--- config.mk ---
export PLATFORM = sky130hd
export DESIGN_NAME = bin_to_bcd_seq_flat
export DESIGN_NICKNAME = d
export VERILOG_FILES = /design/src/rtl/bin_to_bcd_seq_if.sv /design/src/rtl/bin_to_bcd_seq.sv /design/src/flat_wrapper.sv
export SDC_FILE = /design/constraint.sdc
export NUM_CORES = 1
export LEC_CHECK = 0
export ABC_CLOCK_PERIOD_IN_PS = 5200
export BUFFER_PORTS_ARGS = -buffer_cell sky130_fd_sc_hd__buf_2
export CORE_AREA = 2 2 75 77
export DETAILED_ROUTE_END_ITERATION = 7
export DIE_AREA = 0 0 77 79
export PLACE_DENSITY = 0.79
export SLEW_MARGIN = 20
export SYNTH_ARGS = -nofsm -noshare
export SYNTH_HDL_FRONTEND = slang
export SYNTH_SLANG_ARGS = --single-unit
--- constraint.sdc ---
create_clock -name Clk -period 5.2 [get_ports Clk]
set_clock_uncertainty 0.15 [all_clocks]
set_input_delay 0.52 -clock Clk [delete_from_list [all_inputs] [get_ports Clk]]
set_output_delay 0.52 -clock Clk [all_outputs]
set_load 0.01 [all_outputs]
--- src/rtl/bin_to_bcd_seq_if.sv ---
// Handshake/data bundle for the sequential binary-to-BCD converter.
//   Start : request a conversion of Bin (master -> slave)
//   Bin   : unsigned binary value, WIDTH bits (master -> slave)
//   Busy  : converter is iterating (slave -> master)
//   Done  : one-cycle pulse, Bcd has just been updated (slave -> master)
//   Bcd   : packed BCD result, 4*DIGITS bits, ones digit in [3:0] (slave -> master)
interface bin_to_bcd_seq_if #(
  parameter int WIDTH  = 16,
  parameter int DIGITS = 5
);
  logic                  Start;
  logic [WIDTH-1:0]      Bin;
  logic                  Busy;
  logic                  Done;
  logic [4*DIGITS-1:0]   Bcd;

  modport master (output Start, output Bin, input Busy, input Done, input Bcd);
  modport slave  (input Start, input Bin, output Busy, output Done, output Bcd);
endinterface

--- src/rtl/bin_to_bcd_seq.sv ---
// Sequential binary-to-BCD converter (shift-add-3 / double-dabble), one input
// bit per clock. The BCD result register is only written when a conversion
// completes, so the 7-segment decoders never see partial results.
//   Clk   : system clock, rising edge
//   Reset : synchronous, active-high; aborts any conversion and clears Bcd
//   bus   : slave side of bin_to_bcd_seq_if (Start/Bin in, Busy/Done/Bcd out)
module bin_to_bcd_seq #(
  parameter int WIDTH  = 16,
  parameter int DIGITS = 5
) (
  input  logic                    Clk,
  input  logic                    Reset,
  bin_to_bcd_seq_if.slave         bus
);

  localparam int BCD_W = 4 * DIGITS;
  localparam int SR_W  = BCD_W + WIDTH;
  localparam int CW    = $clog2(WIDTH + 1);

  localparam logic [1:0] IDLE  = 2'd0;
  localparam logic [1:0] SHIFT = 2'd1;
  localparam logic [1:0] DONE  = 2'd2;

  function automatic longint unsigned pow10(input int n);
    longint unsigned r;
    r = 64'd1;
    for (int i = 0; i < n; i++) r = r * 64'd10;
    return r;
  endfunction

  localparam longint unsigned P10  = pow10(DIGITS);
  localparam longint unsigned MAXV = (64'd1 << WIDTH) - 64'd1;

  // The digit field must be able to hold the largest input value.
  generate
    if (P10 <= MAXV) begin : g_digits_too_small
      $error("bin_to_bcd_seq: DIGITS too small for WIDTH");
    end
  endgenerate

  // Every nibble that is 5..9 gets +3 so the following left shift carries
  // correctly into the next decimal digit. Nibbles never exceed 9 here, so
  // the 4-bit add cannot overflow.
  function automatic logic [BCD_W-1:0] add3(input logic [BCD_W-1:0] f);
    logic [BCD_W-1:0] r;
    r = f;
    for (int d = 0; d < DIGITS; d++) begin
      if (f[4*d +: 4] >= 4'd5) r[4*d +: 4] = f[4*d +: 4] + 4'd3;
    end
    return r;
  endfunction

  logic [1:0]       state;
  logic [CW-1:0]    cnt;
  logic [BCD_W-1:0] bcd_q;
  logic [SR_W-1:0]  sreg;
  logic [SR_W-1:0]  sreg_nxt;
  logic             accept;
  logic             last;

  assign sreg_nxt = {add3(sreg[SR_W-1 -: BCD_W]), sreg[WIDTH-1:0]} << 1;
  // Start is honoured only when not iterating; a Start during SHIFT is dropped.
  assign accept   = bus.Start && (state != SHIFT);
  assign last     = (cnt == CW'(WIDTH - 1));

  // Control state
  always_ff @(posedge Clk) begin
    if (Reset) begin
      state <= IDLE;
      cnt   <= '0;
      bcd_q <= '0;
    end else begin
      case (state)
        IDLE, DONE: begin
          if (accept) begin
            cnt   <= '0;
            state <= SHIFT;
          end else begin
            state <= IDLE;
          end
        end
        SHIFT: begin
          cnt <= cnt + CW'(1);
          if (last) begin
            bcd_q <= sreg_nxt[SR_W-1 -: BCD_W];
            state <= DONE;
          end
        end
        default: state <= IDLE;
      endcase
    end
  end

  // Datapath: shift register, loaded on accept and shifted while iterating
  always_ff @(posedge Clk) begin
    if (state == SHIFT) begin
      sreg <= sreg_nxt;
    end else if (accept) begin
      sreg <= {{BCD_W{1'b0}}, bus.Bin};
    end
  end

  assign bus.Busy = (state == SHIFT);
  assign bus.Done = (state == DONE);
  assign bus.Bcd  = bcd_q;

endmodule

--- src/flat_wrapper.sv ---
// flat-port wrapper written by rule: the top's interface ports become plain ports
module bin_to_bcd_seq_flat 
#(
  parameter int WIDTH  = 16,
  parameter int DIGITS = 5
)
  (Clk, Reset, bus_Start, bus_Bin, bus_Busy, bus_Done, bus_Bcd);
  bin_to_bcd_seq_if #(.WIDTH(WIDTH), .DIGITS(DIGITS)) bus_i ();
  input  logic Clk;
  input  logic Reset;
  input wire logic [$bits(bus_i.Start)-1:0] bus_Start;
  input wire logic [$bits(bus_i.Bin)-1:0] bus_Bin;
  output wire logic [$bits(bus_i.Busy)-1:0] bus_Busy;
  output wire logic [$bits(bus_i.Done)-1:0] bus_Done;
  output wire logic [$bits(bus_i.Bcd)-1:0] bus_Bcd;
  assign bus_i.Start = bus_Start;
  assign bus_i.Bin = bus_Bin;
  assign bus_Busy = bus_i.Busy;
  assign bus_Done = bus_i.Done;
  assign bus_Bcd = bus_i.Bcd;
  bin_to_bcd_seq #(.WIDTH(WIDTH), .DIGITS(DIGITS)) u_core (.Clk(Clk), .Reset(Reset), .bus(bus_i));
endmodule
==> results.py, run 1 <==
metrics = {
    "status": {
        "outcome": "finished, final reports clean",
    },
    "worst_setup_path": {
        "path_class": "reg -> out",
        "max_stage_delay_ps": 600,
        "worst_ep_arrival_time_ps": 1850,
        "cp_cell_sequence": "nand2b_4, inv_2, buf_2",
        "required_ps": 4530,
        "cp-start-kind": "flop",
        "crit_fanout": 36,
        "cpMaxStageDelayCell": "dfxtp_1",
        "end_kind": "output port",
    },
    "routing": {
        "vias": 2124,
        "drtIter0Drc": 86,
        "drc": 0,
        "totalWireLength_um": 5462,
        "post_drt_wl_per_cell_um": 13.52,
        "first_pass_iters": 4,
        "ant_nets": 0,
        "vias_per_cell": 5.257,
    },
    "job": {
        "cap_violations": 0,
    },
    "floorplanning": {
        "rows": 27,
        "ios": 41,
        "die_h_um": 79,
        "coreArea_um2": 5338,
        "dieArea_um2": 6083,
        "fp.dieW_um": 77,
        "start_util_pct": 55.88,
    },
    "sta": {
        "fmax_mhz": 397.5,
        "finalHoldViolCount": 0,
        "maxSlewHeadroom_pct": 62.86,
        "hold-worst-slack_ps": 308.3,
        "period_share_pct": 48.38,
        "finalSetupTns_ps": 0,
        "worst_slew_pin_slew_ps": 557.1,
        "period_needed_ps": 2516,
        "drv_slew": 0,
        "rsz0062_at_grt": "no",
        "setup_violations": 0,
        "fin_ws_ps": 2684,
    },
    "clock_tree": {
        "h-tree-depth": 3,
        "clk_path_buf_depth": 2,
        "cts_resized": 0,
        "clk_pin_slew_ps": 60,
        "clk_latency_ps": 340,
        "root_buffer": "clkbuf_8",
        "cts_tree": "built",
        "cts_buffers": 9,
        "cts.sinks": 63,
        "cts_hold_buf": 0,
        "cts_setup_buffers": 0,
    },
    "synth": {
        "syn_nets": 322,
        "yosysSeqAreaShare_pct": 54.03,
        "syn_area_um2": 2983,
        "ys_types": 35,
        "synth_top_area_share_pct": 35.23,
        "ys.flop_type": "edfxtp_1",
        "yosysWarnings": 0,
        "synth.area.top_cells": "edfxtp_1, dfxtp_1, ha_1",
        "yosys_register_bits": 63,
        "post-synth-top-area-cell": "edfxtp_1",
        "synth_edf_count": 35,
        "synthCells": 291,
        "syn_avg_cell_area_um2": 10.25,
        "async_reset_ff_share_pct": 0,
    },
    "final_layout": {
        "drive_gt1_share_pct": 21.08,
        "final_nets": 358,
        "regArea_um2": 1612,
        "fillers": 473,
        "syn_to_final_growth_pct": 12.84,
        "antennaDiodeCount": 0,
        "multi_input_area_um2": 1225,
    },
    "global_routing": {
        "grt_antenna_before_repair": 0,
        "grt_pass1_wl_um": 8942,
        "grt_pass1_vias": 1980,
        "grt_max_degree": 37,
        "gr-total-overflow": 0,
        "grt_usage_pct": 19.14,
    },
    "power_and_ir_drop": {
        "cell_internal_pwr_uw": 823.5,
        "swShare_pct": 25.23,
        "power.switching_uw": 277.9,
        "powerDensity_nw_per_um2": 327.2,
        "pwr-share-seq_pct": 53.6,
        "p_leak_nw": 1.400,
        "clockPowerShare_pct": 33.6,
        "p_comb_share_pct": 12.7,
        "vdd_drop_max_v": 0.0002749,
    },
    "placement": {
        "place_ws_ps": 2813,
        "dpl.hpwl_um": 3660,
        "globalplace.congestion": 0.8322,
        "port_buffers": 40,
    },
    "min_path": {
        "hp-class": "in -> reg",
    },
}
stage by stage:
step / total power [mW] / instances / instance area [µm²] / util, %
2_1_floorplan: 0.7058 / 291 / 2983 / -
3_3_place_gp: 0.7344 / 388 / 3194 / 59.85
3_5_place_dp: 0.7419 / 388 / 3194 / 59.85
4_1_cts: 1.114 / 404 / 3366 / 63.06
5_1_grt: 1.157 / 404 / 3366 / 63.06
6_report: 1.101 / 404 / 3366 / 63.06
synth_stat cells, drive strengths merged, types with 5 or more instances:
master  count
inv        16
a211oi     10
dfxtp      28
a21oi      22
nor3b      12
ha         12
nand3b      9
clkbuf      8
edfxtp     35
mux2        5
o21ai      12
nand2      35
xnor2       7
buf         8
nand3      16
nor2       34
nand2b      8
cell type report:
class                   count  share of cell area, %
repair buffers             41                  6.171
multi-input cells         196                  36.39
clock buffers              15                  4.944
clock inverters             1                 0.1487
flip-flops and latches     63                  47.88
inverters                  16                  1.784
well taps                  72                  2.677
worst paths after layout:
kind | slack [ps] | depth (start not counted) | startpoint | endpoint
worst max-delay path | 2680 | 3 | u_core.state[0] | bus_Busy
worst min-delay path | 310 | 3 | bus_Bin[0] | u_core.sreg[0]
worst max register to register | 2800 | 5 | u_core.state[0] | u_core.bus.Bcd[17]
worst min register to register | 320 | 2 | u_core.bus.Bcd[0] | u_core.bus.Bcd[0]
worst max-delay path, delay by kind of cell, from the launching register on:
| kind | cells | cell delay (ps) |
|---|---|---|
| and+or+nand+nor | 1 | 330 |
| buffers and inverters | 2 | 570 |
| DFF | 1 | 600 |
cells in the final DEF (no fill, tap or decap), types with 2 or more instances in the layout:
cell,n
mux2_2,5
edfxtp_1,35
o21ai_0,12
mux2i_1,2
a211oi_2,9
ha_1,12
dfxtp_1,28
nor2_1,34
nand3_1,16
nand2_1,35
clkbuf_1,4
nand2b_1,7
inv_1,15
nor3b_1,12
nand3b_1,9
a21oi_1,22
clkbuf_8,11
xnor2_1,7
buf_2,40
nand4b_1,2
sequential cells by signal, indices dropped and copies added (netlist names):
signal and cells:
u_core.bus.Bcd 20, u_core.state 2, u_core.sreg 36, u_core.cnt 5
logic make-up (layout without fill, tap and decap cells):
family	count (synthesis)	count (layout)	synth area share, %
xor+xnor	8	8	2.349
simple gates	122	122	20.51
mux	7	7	2.559
compound gates	47	47	10.61
fa+ha+maj	12	12	5.033
buf+inv	32	73	4.907
flops	63	63	54.03
power groups by stage:
stage / combinational, mW / sequential (mW) / clock (mW)
floorplan: 0.112 / 0.594 / 0
global placement: 0.136 / 0.598 / 0
detailed placement: 0.141 / 0.600 / 0
CTS: 0.142 / 0.590 / 0.382
global route: 0.159 / 0.594 / 0.405
finish: 0.140 / 0.591 / 0.371
routing by layer:
| layer | part of all wire, % | vias up | global-route usage (%) | routed length, µm |
|---|---|---|---|---|
| met5 | 0 | - | 0 | 0 |
| met4 | 2.1 | 0 | 8.393 | 116 |
| met3 | 5.2 | 9 | 7.159 | 283 |
| met2 | 48 | 46 | 31.23 | 2597 |
| met1 | 45 | 985 | 22.82 | 2465 |
| li1 | - | 1084 | - | - |
(Power assumes the default switching activity.)
==> run 2: changes to the inputs <==
- ABC_AREA: default -> 1
- ABC_CLOCK_PERIOD_IN_PS: 5200 -> 2650
- CORE_AREA: 2 2 75 77 -> 2 2 76 78
- DIE_AREA: 0 0 77 79 -> 0 0 78 80
- PLACE_DENSITY: 0.79 -> 0.77
- clock period: 5.2 -> 2.65 ns (I/O delays scaled with it)
==> run 2 against run 1 <==
  * Final area rose by 1.7%
  * Largest cell class unchanged
  * Clock power rose by 100%
  * Routed wire length rose by 9.2%
  * Non-clock buffer count rose by 3
  * Sequential share of layout area fell by 0.82 points
  * First-iteration DRC count rose by 120%
  * Register-to-register slack got worse by 2300 ps
  * Critical path depth rose by 6
  * Via count rose by 11%
  * Global-route usage rose by 1.5 points
  * Utilization rose by 0.30 points
  * Largest power group unchanged
  * Synthesized cell count rose by 10%
==> results.py, run 2 <==
metrics = {
    "worst_setup_path": {
        "path_common_cell": "ha_1",
        "cpMaxStageDelayCell": "nor2_4",
        "cp_cell_sequence": "ha_1, nand2_1, nor2_1, ha_1, inv_1, nor2_4, buf_4, o21ai_0, a21oi_1",
        "r2r-start": "u_core.cnt[0]",
        "required_ps": 2770,
        "r2r_slack_ps": 540,
        "worst_ep_arrival_time_ps": 2230,
        "r2r-end": "u_core.bus.Bcd[4]",
        "worstRegToRegCells": 9,
        "cp-start-kind": "flop",
        "end_kind": "flop",
        "max_stage_delay_ps": 390,
        "path_class": "reg -> reg",
        "crit_fanout": 21,
    },
    "routing": {
        "drtIter0Drc": 188,
        "totalWireLength_um": 5962,
        "first_pass_iters": 4,
        "vias": 2359,
        "drc": 0,
        "ant_nets": 0,
        "post_drt_wl_per_cell_um": 13.46,
        "vias_per_cell": 5.325,
    },
    "sta": {
        "worst_slew_pin_slew_ps": 685.5,
        "finalSetupTns_ps": 0,
        "drv_slew": 0,
        "fmax_mhz": 473.7,
        "maxSlewHeadroom_pct": 54.25,
        "period_needed_ps": 2111,
        "setup_violations": 0,
        "finalHoldViolCount": 0,
        "period_share_pct": 79.65,
        "rsz0062_at_grt": "no",
    },
    "clock_tree": {
        "cts_hold_buf": 2,
        "clk_latency_ps": 330,
        "cts_tree": "built",
        "cts.sinks": 63,
        "h-tree-depth": 3,
        "clk_path_buf_depth": 2,
        "cts_buffers": 9,
        "clk_pin_slew_ps": 70,
        "cts_resized": 0,
        "root_buffer": "clkbuf_8",
        "cts_setup_buffers": 0,
    },
    "synth": {
        "yosys_register_bits": 63,
        "post-synth-top-area-cell": "edfxtp_1",
        "yosysWarnings": 0,
        "syn_nets": 352,
        "syn_area_um2": 2999,
        "yosysSeqAreaShare_pct": 53.73,
        "synth_top_area_share_pct": 35.04,
        "yosysMostFrequentCell": "nand2_1",
        "synthTopCellsByCount": "nand2_1, inv_1, edfxtp_1",
        "synth_edf_count": 35,
        "async_reset_ff_share_pct": 0,
        "ys.flop_type": "edfxtp_1",
        "synthCells": 321,
        "synth.area.top_cells": "edfxtp_1, dfxtp_1, nand2_1",
        "ys_types": 27,
        "syn_avg_cell_area_um2": 9.343,
    },
    "min_path": {
        "hold_start": "bus_Bin[12]",
        "hp-class": "in -> reg",
        "min_to": "u_core.sreg[12]",
        "hold_depth": 2,
    },
    "power_and_ir_drop": {
        "powerDensity_nw_per_um2": 647.7,
        "power.total_mw": 2.218,
        "vdd_drop_max_v": 0.0004192,
        "p_leak_nw": 1.574,
    },
    "global_routing": {
        "grt_antenna_before_repair": 0,
        "gr-total-overflow": 0,
        "grt_usage_pct": 20.68,
        "grt_pass1_wl_um": 9970,
        "grt_max_degree": 37,
        "grt_pass1_vias": 2262,
    },
    "placement": {
        "port_buffers": 40,
        "dp.cells": 425,
        "dpl.hpwl_um": 4070,
        "globalplace.congestion": 0.8820,
        "place_area_um2": 3224,
    },
    "final_layout": {
        "syn_to_final_growth_pct": 14.18,
        "multi_input_area_um2": 1122,
        "largest_reg_flops": 36,
        "fillers": 480,
        "final_cell_mix": "nand2_1, inv_1, buf_2",
        "top_register": "u_core.sreg",
        "final_common_cell": "nand2_1",
        "final_core_util_pct": 63.36,
        "antennaDiodeCount": 0,
        "final_nets": 397,
        "drive_gt1_share_pct": 16.98,
        "finalNonFillerCells": 443,
        "regArea_um2": 1612,
        "final_cell_area_um2": 3425,
    },
    "floorplanning": {
        "fp.dieW_um": 78,
        "dieArea_um2": 6240,
        "start_util_pct": 55.49,
        "rows": 27,
        "coreArea_um2": 5405,
        "die_h_um": 80,
        "ios": 41,
    },
    "job": {
        "cap_violations": 0,
    },
    "status": {
        "outcome": "finished, final reports clean",
    },
}
## run 2: report_power, final
group          switching [mW]  internal (mW)
registers              0.0431           1.12
clock network           0.332          0.418
logic                   0.201          0.103
## run 2: worst max path at each step
stage	startpoint	endpoint
final	u_core.cnt[0]	u_core.bus.Bcd[4]
after global routing	u_core.cnt[0]	u_core.bus.Bcd[15]
after CTS	u_core.cnt[0]	u_core.bus.Bcd[4]
after detailed placement	u_core.cnt[0]	u_core.bus.Bcd[15]
after global placement	u_core.cnt[0]	u_core.bus.Bcd[3]
after floorplan	u_core.state[0]	u_core.sreg[10]
## run 2: cell families after synthesis
| logic type | after synthesis | share of synthesized area (%) |
|---|---|---|
| AO/OA/AOI/OAI | 68 | 14.18 |
| adder cells (fa/ha/maj) | 12 | 5.006 |
| buffers and inverters | 58 | 8.844 |
| flip-flops | 63 | 53.73 |
| AND/OR/NAND/NOR | 120 | 18.23 |
## run 2: routing by layer
metal | vias to the layer above | global-route usage [%] | wire length [µm] | part of all wire (%)
met4 | 0 | 11.23 | 135 | 2.3
met1 | 1101 | 25.90 | 2684 | 45
met3 | 13 | 3.846 | 242 | 4.1
li1 | 1183 | - | - | -
met5 | - | 0 | 0 | 0
met2 | 62 | 33.97 | 2899 | 49
## run 2: final cells by class
| cell class | count | area share (%) |
|---|---|---|
| timing repair buffer | 44 | 6.869 |
| tap | 72 | 2.631 |
| sequential | 63 | 47.06 |
| inverter | 48 | 5.407 |
| clock buffer | 16 | 5.261 |
| multi-input combinational | 200 | 32.77 |
## run 2: per-stage QoR
stage	hold WS [ps]	worst slack (ps)
6_report	71.16	539.1
3_5_place_dp	313.7	602.1
5_1_grt	69.05	349.2
4_1_cts	59.28	555.2
2_1_floorplan	177.4	820.3
3_3_place_gp	300.9	694.7
## run 2: worst max-delay path: cells and delay by family, from the launching register on
| family | cells | cell delay [ps] |
|---|---|---|
| adder cells (fa/ha/maj) | 2 | 360 |
| flip-flops | 1 | 370 |
| AO/OA/AOI/OAI | 2 | 240 |
| AND/OR/NAND/NOR | 3 | 600 |
| buffers and inverters | 2 | 330 |
==> run 3: changes to the inputs <==
- ABC_CLOCK_PERIOD_IN_PS: 2650 -> 1700
- CORE_AREA: 2 2 76 78 -> 2 2 80 82
- DIE_AREA: 0 0 78 80 -> 0 0 82 84
- PLACE_DENSITY: 0.77 -> 0.74
- clock period: 2.65 -> 1.7 ns (I/O delays scaled with it)
==> run 3 against run 2 <==
  * The run now ends with negative setup slack left
  * Die area increased by 10%
  * Hold slack improved by 130 ps
  * Critical path depth grew 2
  * Critical endpoint is now u_core.bus.Bcd[18]
  * Critical path type unchanged
  * Power increased by 70%
  * Setup slack worse by 540 ps
  * Highest routed layer unchanged
  * Largest power group unchanged
==> results.py, run 3 (same netlist as run 2, synthesis figures left out) <==
metrics = {
    "global_routing": {
        "grt_usage_pct": 20.75,
        "grt_pass1_wl_um": 10980,
        "gr-total-overflow": 0,
        "grt_max_degree": 37,
        "grt_pass1_vias": 2363,
        "grt_antenna_before_repair": 0,
    },
    "worst_setup_path": {
        "end_kind": "flop",
        "r2r-start": "u_core.cnt[1]",
        "worst_ep_arrival_time_ps": 1790,
        "path_common_cell": "nor2_4",
        "cp-start-kind": "flop",
        "r2r-end": "u_core.bus.Bcd[18]",
        "crit_fanout": 6,
        "worstRegToRegCells": 11,
        "cp.depth": 11,
        "max_stage_delay_ps": 350,
        "required_ps": 1780,
        "cp_cell_sequence": "ha_4, nand2_4, nor2_4, ha_2, inv_2, nor2_4, buf_6, buf_8, nand3_2, nand2_1, inv_1",
        "crit_family": "simple AND/OR/NAND/NOR gates",
        "r2r_slack_ps": -5,
        "path_class": "reg -> reg",
        "cpMaxStageDelayCell": "dfxtp_2",
        "worst-path-buf-inv": 4,
    },
    "placement": {
        "port_buffers": 40,
        "place_area_um2": 3303,
        "dp.cells": 436,
        "globalplace.congestion": 0.8326,
        "dpl.hpwl_um": 4170,
        "place_ws_ps": 0.1101,
    },
    "clock_tree": {
        "clk_pin_slew_ps": 60,
        "root_buffer": "clkbuf_8",
        "cts_buffers": 9,
        "clk_latency_ps": 340,
        "cts.sinks": 63,
        "clk_path_buf_depth": 2,
        "cts_tree": "built",
        "h-tree-depth": 3,
    },
    "final_layout": {
        "drive_gt1_share_pct": 28.04,
        "final_core_util_pct": 64.82,
        "antennaDiodeCount": 0,
        "final_common_cell": "nand2_1",
        "final_nets": 429,
        "final_cell_mix": "nand2_1, inv_1, buf_2",
        "multi_input_area_um2": 1256,
        "regArea_um2": 1614,
        "finalNonFillerCells": 480,
        "syn_to_final_growth_pct": 31.75,
        "final_cell_area_um2": 3951,
        "fillers": 489,
        "top_register": "u_core.sreg",
        "largest_reg_flops": 36,
    },
    "floorplanning": {
        "dieArea_um2": 6888,
        "fp.dieW_um": 82,
        "ios": 41,
        "coreArea_um2": 6096,
        "rows": 29,
        "die_h_um": 84,
        "start_util_pct": 49.20,
    },
    "routing": {
        "first_pass_iters": 4,
        "ant_nets": 0,
        "post_drt_wl_per_cell_um": 14.10,
        "totalWireLength_um": 6767,
        "vias": 2516,
        "drc": 0,
        "drtIter0Drc": 79,
        "vias_per_cell": 5.242,
    },
    "power_and_ir_drop": {
        "clockPowerShare_pct": 37.1,
        "power.total_mw": 3.771,
        "vdd_drop_max_v": 0.0006581,
        "powerDensity_nw_per_um2": 954.4,
        "power.switching_uw": 999.1,
        "p_comb_share_pct": 14.8,
        "p_leak_nw": 1.794,
        "pwr-share-seq_pct": 48.1,
        "swShare_pct": 26.49,
        "cell_internal_pwr_mw": 2.772,
    },
    "min_path": {
        "hold_depth": 4,
        "min_to": "u_core.cnt[0]",
        "hold_start": "bus_Start",
        "hp-class": "in -> reg",
    },
    "sta": {
        "fin_ws_ps": -5.407,
        "maxSlewHeadroom_pct": 70.34,
        "worst_slew_pin_slew_ps": 440.3,
        "fmax_mhz": 586.4,
        "period_needed_ps": 1705,
        "rsz0062_at_grt": "yes",
        "period_share_pct": 100.3,
        "drv_slew": 0,
        "finalHoldViolCount": 0,
        "hold-worst-slack_ps": 202.2,
        "setup_violations": 2,
        "finalSetupTns_ps": -7.492,
    },
    "status": {
        "violations": "negative setup slack",
        "outcome": "complete, but fails checks",
    },
    "job": {
        "cap_violations": 0,
    },
}
==> run 3: changes by cell type in the layout (fill, tap and decap cells not counted), sizes merged <==
cell / previous run / this run
buf: 42 / 58
dlygate4sd3: 2 / 17
clkbuf: 16 / 12
clkinv: 0 / 3
bufinv: 0 / 2
==> run 3: worst max-delay path by stage <==
stage	from	slack (ps)	endpoint
detailed placement	u_core.cnt[0]	0.1	u_core.bus.Bcd[11]
floorplan	u_core.cnt[0]	120	u_core.bus.Bcd[13]
global placement	u_core.cnt[0]	70	u_core.bus.Bcd[13]
finish	u_core.cnt[1]	-5	u_core.bus.Bcd[18]
CTS	u_core.cnt[0]	0.6	u_core.bus.Bcd[9]
global route	u_core.cnt[1]	-90	u_core.bus.Bcd[17]
==> run 3: layout make-up <==
| type | count | share of cell area [%] |
|---|---|---|
| inverters | 48 | 4.687 |
| clock buffers | 11 | 3.325 |
| well taps | 77 | 2.438 |
| multi-input cells | 200 | 31.79 |
| clock inverters | 5 | 1.868 |
| flip-flops and latches | 63 | 40.85 |
| repair buffers | 76 | 15.04 |
==> run 3: what timing repair did <==
| item | 4_1_cts | 5_1_grt |
|---|---|---|
| hold buffers | 17 | 0 |
| pin swaps | 2 | 20 |
| setup endpoints to repair | 12 | 29 |
| hold endpoints to repair | 20 | 0 |
| gates cloned | 2 | 1 |
| buffers inserted | 3 | 5 |
| gates resized for setup | 10 | 38 |
==> run 3: layer usage <==
| layer | vias to the layer above | part of all wire (%) | GRT usage, % |
|---|---|---|---|
| met5 | - | 0 | 0 |
| met4 | 0 | 1.5 | 9.242 |
| met3 | 12 | 4.6 | 5.519 |
| met2 | 68 | 50 | 32.52 |
| met1 | 1191 | 44 | 26.52 |
| li1 | 1245 | - | - |
==> run 3: power groups by stage <==
stage / sequential [mW] / clock (mW) / combinational (mW)
after detailed placement: 1.84 / 0 / 0.490
after floorplan: 1.82 / 0 / 0.373
after global placement: 1.84 / 0 / 0.477
after CTS: 1.81 / 1.40 / 0.520
after global routing: 1.83 / 1.49 / 0.630
final: 1.81 / 1.40 / 0.557
==> run 3: worst register-to-register path: stages, from the launching register on <==
cell and delay, ps:
dfxtp_2 350, ha_4 150, nand2_4 50, nor2_4 110, ha_2 170, inv_2 50, nor2_4 140, buf_6 130
buf_8 120, nand3_2 70, nand2_1 70, inv_1 40
